===== src/rtl/dw01_pkg.sv =====
// Shared definitions for the dw01 pipelined adder macros: operand width,
// half width and the stage-1 payload carried across the split carry chain.
package dw01_pkg;

    localparam int unsigned DW01_ADD_WIDTH = 8;
    localparam int unsigned DW01_ADD_HALF  = DW01_ADD_WIDTH / 2;

    // Low-half partial sum, its carry, and the untouched high halves of A and B.
    typedef struct packed {
        logic [DW01_ADD_HALF-1:0] lo;
        logic                     c;
        logic [DW01_ADD_HALF-1:0] ahi;
        logic [DW01_ADD_HALF-1:0] bhi;
    } dw01_s1_t;

endpackage


===== src/rtl/dw01_add_slice.sv =====
// Purely combinational W-bit adder with carry-in and carry-out.
// Used once per pipeline stage to add one half of the operands.
module dw01_add_slice
    import dw01_pkg::*;
#(
    parameter int unsigned W = DW01_ADD_HALF
) (
    input  logic [W-1:0] a_i,
    input  logic [W-1:0] b_i,
    input  logic         ci_i,
    output logic [W-1:0] s_o,
    output logic         co_o
);

    logic [W:0] total;

    // Zero-extend every term to W+1 bits so the top bit is the carry-out.
    always_comb begin
        total = {1'b0, a_i} + {1'b0, b_i} + {{W{1'b0}}, ci_i};
        s_o   = total[W-1:0];
        co_o  = total[W];
    end

endmodule


===== src/rtl/dw01_add_pipe_8.sv =====
// Two-stage pipelined adder: SUM = A + B + CI with carry-out, valid/ready
// handshake on both sides. The low half is added in stage 1, the high half in
// stage 2, so the carry chain is cut by a register.
// Optional feature macro: DW01_ADD_OVF_EN adds the registered signed-overflow
// output ovf; without it the port and its flop are absent.
// WIDTH must match DW01_ADD_WIDTH because the stage-1 payload struct is sized
// from the package.
module dw01_add_pipe_8
    import dw01_pkg::*;
#(
    parameter int unsigned WIDTH = DW01_ADD_WIDTH
) (
    input  logic             clk,
    input  logic             rst_n,
    input  logic             in_valid,
    output logic             in_ready,
    input  logic [WIDTH-1:0] a,
    input  logic [WIDTH-1:0] b,
    input  logic             ci,
    output logic             out_valid,
    input  logic             out_ready,
    output logic [WIDTH-1:0] sum,
`ifdef DW01_ADD_OVF_EN
    output logic             ovf,
`endif
    output logic             co
);

    localparam int unsigned HALF = WIDTH / 2;

    // Stage 1 state
    logic     s1_valid_q, s1_valid_d;
    dw01_s1_t s1_q, s1_d;

    // Stage 2 state (drives the outputs directly)
    logic             s2_valid_q, s2_valid_d;
    logic [WIDTH-1:0] sum_q, sum_d;
    logic             co_q, co_d;
`ifdef DW01_ADD_OVF_EN
    logic             ovf_q, ovf_d;
`endif

    logic            s2_ready;
    logic [HALF-1:0] lo_s, hi_s;
    logic            lo_c, hi_c;

    // Low-half adder feeding stage 1.
    dw01_add_slice #(
        .W (HALF)
    ) u_slice_lo (
        .a_i  (a[HALF-1:0]),
        .b_i  (b[HALF-1:0]),
        .ci_i (ci),
        .s_o  (lo_s),
        .co_o (lo_c)
    );

    // High-half adder feeding stage 2, consuming the registered low carry.
    dw01_add_slice #(
        .W (HALF)
    ) u_slice_hi (
        .a_i  (s1_q.ahi),
        .b_i  (s1_q.bhi),
        .ci_i (s1_q.c),
        .s_o  (hi_s),
        .co_o (hi_c)
    );

    // Ready chain: a stage can load when it is empty or the stage after it
    // is draining this cycle, so a full pipe still streams without a bubble.
    always_comb begin
        s2_ready = !s2_valid_q || out_ready;
        in_ready = !s1_valid_q || s2_ready;
    end

    // Stage 1 next state: data only moves for a real beat, so idle cycles
    // leave the payload registers untouched.
    always_comb begin
        s1_valid_d = s1_valid_q;
        s1_d       = s1_q;
        if (in_ready) begin
            s1_valid_d = in_valid;
            if (in_valid) begin
                s1_d.lo  = lo_s;
                s1_d.c   = lo_c;
                s1_d.ahi = a[WIDTH-1:HALF];
                s1_d.bhi = b[WIDTH-1:HALF];
            end
        end
    end

    // Stage 2 next state: completes the high half and holds while stalled.
    always_comb begin
        s2_valid_d = s2_valid_q;
        sum_d      = sum_q;
        co_d       = co_q;
`ifdef DW01_ADD_OVF_EN
        ovf_d      = ovf_q;
`endif
        if (s2_ready) begin
            s2_valid_d = s1_valid_q;
            if (s1_valid_q) begin
                sum_d = {hi_s, s1_q.lo};
                co_d  = hi_c;
`ifdef DW01_ADD_OVF_EN
                // Overflow: operands agree in sign but the result does not.
                ovf_d = (s1_q.ahi[HALF-1] == s1_q.bhi[HALF-1]) &&
                        (hi_s[HALF-1] != s1_q.ahi[HALF-1]);
`endif
            end
        end
    end

    // Pipeline registers; reset clears every valid and data flop.
    always_ff @(posedge clk or negedge rst_n) begin
        if (!rst_n) begin
            s1_valid_q <= 1'b0;
            s1_q       <= '0;
            s2_valid_q <= 1'b0;
            sum_q      <= '0;
            co_q       <= 1'b0;
`ifdef DW01_ADD_OVF_EN
            ovf_q      <= 1'b0;
`endif
        end else begin
            s1_valid_q <= s1_valid_d;
            s1_q       <= s1_d;
            s2_valid_q <= s2_valid_d;
            sum_q      <= sum_d;
            co_q       <= co_d;
`ifdef DW01_ADD_OVF_EN
            ovf_q      <= ovf_d;
`endif
        end
    end

    // Output drive straight from stage 2.
    always_comb begin
        out_valid = s2_valid_q;
        sum       = sum_q;
        co        = co_q;
`ifdef DW01_ADD_OVF_EN
        ovf       = ovf_q;
`endif
    end

endmodule


===== config.mk =====
export PLATFORM = sky130hd
export DESIGN_NAME = dw01_add_pipe_8
export DESIGN_NICKNAME = d
export VERILOG_FILES = /design/src/rtl/dw01_pkg.sv /design/src/rtl/dw01_add_slice.sv /design/src/rtl/dw01_add_pipe_8.sv
export SDC_FILE = /design/constraint.sdc
export NUM_CORES = 1
export LEC_CHECK = 0
export ABC_CLOCK_PERIOD_IN_PS = 3070
export CAP_MARGIN = 30
export CORE_ASPECT_RATIO = 1.1
export CORE_MARGIN = 3
export CORE_UTILIZATION = 51
export DETAILED_ROUTE_END_ITERATION = 16
export GPL_TIMING_DRIVEN = 0
export HOLD_SLACK_MARGIN = 0.08
export PLACE_DENSITY = 0.83
export SLEW_MARGIN = 10
export SYNTH_ARGS = -nofsm -noshare
export SYNTH_HDL_FRONTEND = slang
export SYNTH_SLANG_ARGS = --single-unit

===== constraint.sdc =====
create_clock -name clk -period 3.07 [get_ports clk]
set_clock_uncertainty 0.2 [all_clocks]
set_input_delay 0.7675 -clock clk [delete_from_list [all_inputs] [get_ports clk]]
set_output_delay 0.7675 -clock clk [all_outputs]
set_load 0.02 [all_outputs]

==> metrics.md <==
| Metric | Value |
|---|---|
| Multi-input gate area | 597 um^2 |
| Worst hold start | sum[2] |
| Minimum clock period | 2640 ps |
| Initial Util | between 50% and 60% |
| Setup crit end kind | output pin |
| Crit Path Category | in -> out |
| Fillers | between 150 and 200 |
| Power Density | approximately 630 nW/um^2 |
| Mapped Cells | 95 |
| Most used DFF post-synth | dfrtp_1 |
| Status | finished clean |
| Clk Latency, worst-skew pair | 310 ps |
| Gr usage total | 16.6% |
| Post-CTS Setup Repair Bufs | 0 |
| Reg2reg end | co |
| Buffers added on ports | 31 |
| CTS buffer count | 3 |
| IO Pins | 32 |
| Fin. max-slew vios | 0 |
| Clock slew at reported path FFs | about 120 ps |
| Via density per instance | 5.29 |
| Worst Path Max Fanout | 6 |
| Routed wire length | between 2000 and 2500 um |
| P_leak | ~0.77 nW |
| Clk buf depth | 2 |
| Distinct cells, synth | 27 |
| First-pass GRT wire length | ~3800 um |
| Placed Cells | 157 |
| Vias post-DR | around 850 |
| Routability Congestion | ~0.79 |
| Async S/R FF share, synth | 100% |
| Hpwl dp | 1870 um |
| Pin count of the biggest net entering global routing | 18 |
| Least-Margin Pin Slew | about 450 ps |
| Seq/Total Area, Yosys | between 40% and 50% |
| Share of cells above drive strength 1 | 18.3% |
| DRT Pass-1 Iters | 4 |
| Synth Net Count | ~130 |
| WL/cell | 13.9 um |
| Critical path launch point type | input port |
| Final hold slack | between 300 and 400 ps |
| RSZ-0062 raised after global routing | false |
| Post-CTS Resized | 0 |
| Core Region | around 2300 um^2 |
| Worst Setup Slack, final | between 400 and 500 ps |
| Sinks on Clock Net | 24 |
| Total grt overflow | 0 |
| Initial drt markers | 12 |
| Avg Inst Size Synth | between 10 and 15 um^2 |
| Internal | between 0.7 and 0.8 mW |
| Non-Filler Instances | roughly 160 |
| Synthesized cell area | between 1000 and 1500 um^2 |
| Row cnt | 18 |
| Critical Path End | in_ready |
| Net switching power | around 0.31 mW |
| Slowest cell on crit path | clkdlybuf4s50_1 |
| Worst Setup SP | out_ready |
| Chip Height | a little under 60 um |
| Syn. warnings | 0 |
| Fin nets | approximately 160 |
| Maximum vdd drop | around 0.00038 V |
| Worst R2R Setup Slack | between 1000 and 1500 ps |
| H-Tree Depth | 1 |
| Cells along the critical path | clkdlybuf4s50_1 -> nand3b_4 -> dlymetal6s2s_1 |
| Number of synthesized flops with an enable pin | 0 |
| CTS Hold Buffers Added | 0 |
| Comb power frac | between 30% and 40% |
| Area grow syn2layout | 34.4% |
| Place WS | around 60 ps |
| Detail Route Antenna Nets | 0 |
| Root buf cell | clkbuf_4 |
| Arr. time, crit path | about 1700 ps |
| Clk pwr share | about a fifth |
| Fin. Hold Viols | 0 |
| Setup violators final | 0 |
| Horiz. Die Dim | between 50 and 60 um |
| Critical Path Max Stage Delay | 490 ps |
| Relative slew slack | slightly below 70% |
| Seq pwr share | between 40% and 50% |
| Period utilization | a little under nine tenths |
| Antenna violations before repair | 0 |
| CP Data Required Time | around 2100 ps |
| Sw Ratio | 29.7% |
| Worst hold path type | reg -> reg |
| Post-route setup TNS | 0 ps |
| CTS tree | yes |
| Achievable Freq | between 0.3 and 0.4 GHz |
| Die Area | approximately 3100 um^2 |
| Diode count | 0 |
| Vias in the first global route | approximately 900 |
| Drt drc | 0 |
| Worst R2R Start | s1_q[0] |
| Leading cell type in the layout, fill and taps excluded | clkdlybuf4s50_1 |
| Most frequent cells in the layout | clkdlybuf4s50_1, dfrtp_1, inv_1, o21ai_0, mux2_4 |
| Worst reg-to-reg path cell count | 6 |
| Max-Cap Viols | 0 |
| Reg area | approximately 600 um^2 |
| Synth Register Bits | 24 |
==> registers in the layout (all words and copies together) (netlist names) <==
signal      cells
s1_valid_q      1
out_valid       1
sum             8
co              1
s1_q           13
==> synthesized netlist by cell type (all sizes together) (2+ instances only) <==
| master | count | area share [%] |
|---|---|---|
| inv | 9 | 2.7 |
| mux2 | 14 | 15 |
| o21ai | 9 | 3.6 |
| ha | 6 | 6.0 |
| fa | 4 | 6.4 |
| nand3 | 2 | 0.80 |
| a21boi | 2 | 1.2 |
| nand2 | 3 | 1.7 |
| dfrtp | 24 | 48 |
| o31ai | 2 | 1.2 |
| and3b | 2 | 1.4 |
| nor2b | 2 | 1.0 |
| a21oi | 5 | 2.0 |
==> kinds of logic (layout without fill, tap and decap cells) <==
kind of cell / Yosys count / count (layout) / synth area share, %
DFF: 24 / 24 / 48.0
AOI/OAI and AO/OA: 20 / 20 / 9.50
xor gates and xnor gates: 2 / 2 / 1.40
buffers and inverters: 10 / 46 / 4.30
and+or+nand+nor: 14 / 14 / 8.60
muxes: 15 / 15 / 15.8
adders and majority gates: 10 / 10 / 12.4
==> cell type report <==
type	count	area share, %
multi-input cells	61	35.5
clock inverters	1	1.79
inverters	9	2.01
plain buffers	1	1.19
clock buffers	3	1.34
flip-flops and latches	24	35.7
well taps	30	2.23
repair buffers	32	20.2
==> metrics by stage <==
step,area (um^2),total power [mW],utilization (%)
after CTS,1680,1.07,73.1
final,1680,1.06,73.2
after global routing,1680,1.12,73.2
after global placement,1600,0.818,69.6
after detailed placement,1630,0.844,70.8
after floorplan,1250,0.663,-
==> worst max-delay path, delay by kind of cell <==
kind / cells / cell delay [ps]
buf+inv: 2 / 730
simple gates: 1 / 180
==> worst min path at each step <==
stage	slack (ps)	cells past startpoint	endpoint
final	320	1	sum[2]
after global routing	330	1	sum[2]
after CTS	320	1	sum[2]
after detailed placement	290	1	sum[2]
after global placement	290	1	sum[2]
after floorplan	270	0	co
==> power by group through the flow <==
stage | clock network [mW] | registers, mW | logic (mW)
global placement | 0 | 0.441 | 0.377
finish | 0.224 | 0.438 | 0.393
detailed placement | 0 | 0.447 | 0.397
floorplan | 0 | 0.498 | 0.165
global route | 0.244 | 0.449 | 0.429
CTS | 0.230 | 0.439 | 0.399
==> metal layers <==
metal  vias to the layer above  routed length (um)  GRT usage (%)
li1                        404                   -              -
met1                       413                 882           19.8
met2                        28                1170           28.9
met3                         6                 133           2.57
met4                         0                  46           7.66
met5                         -                   0              0
(Power assumes the default switching activity.)
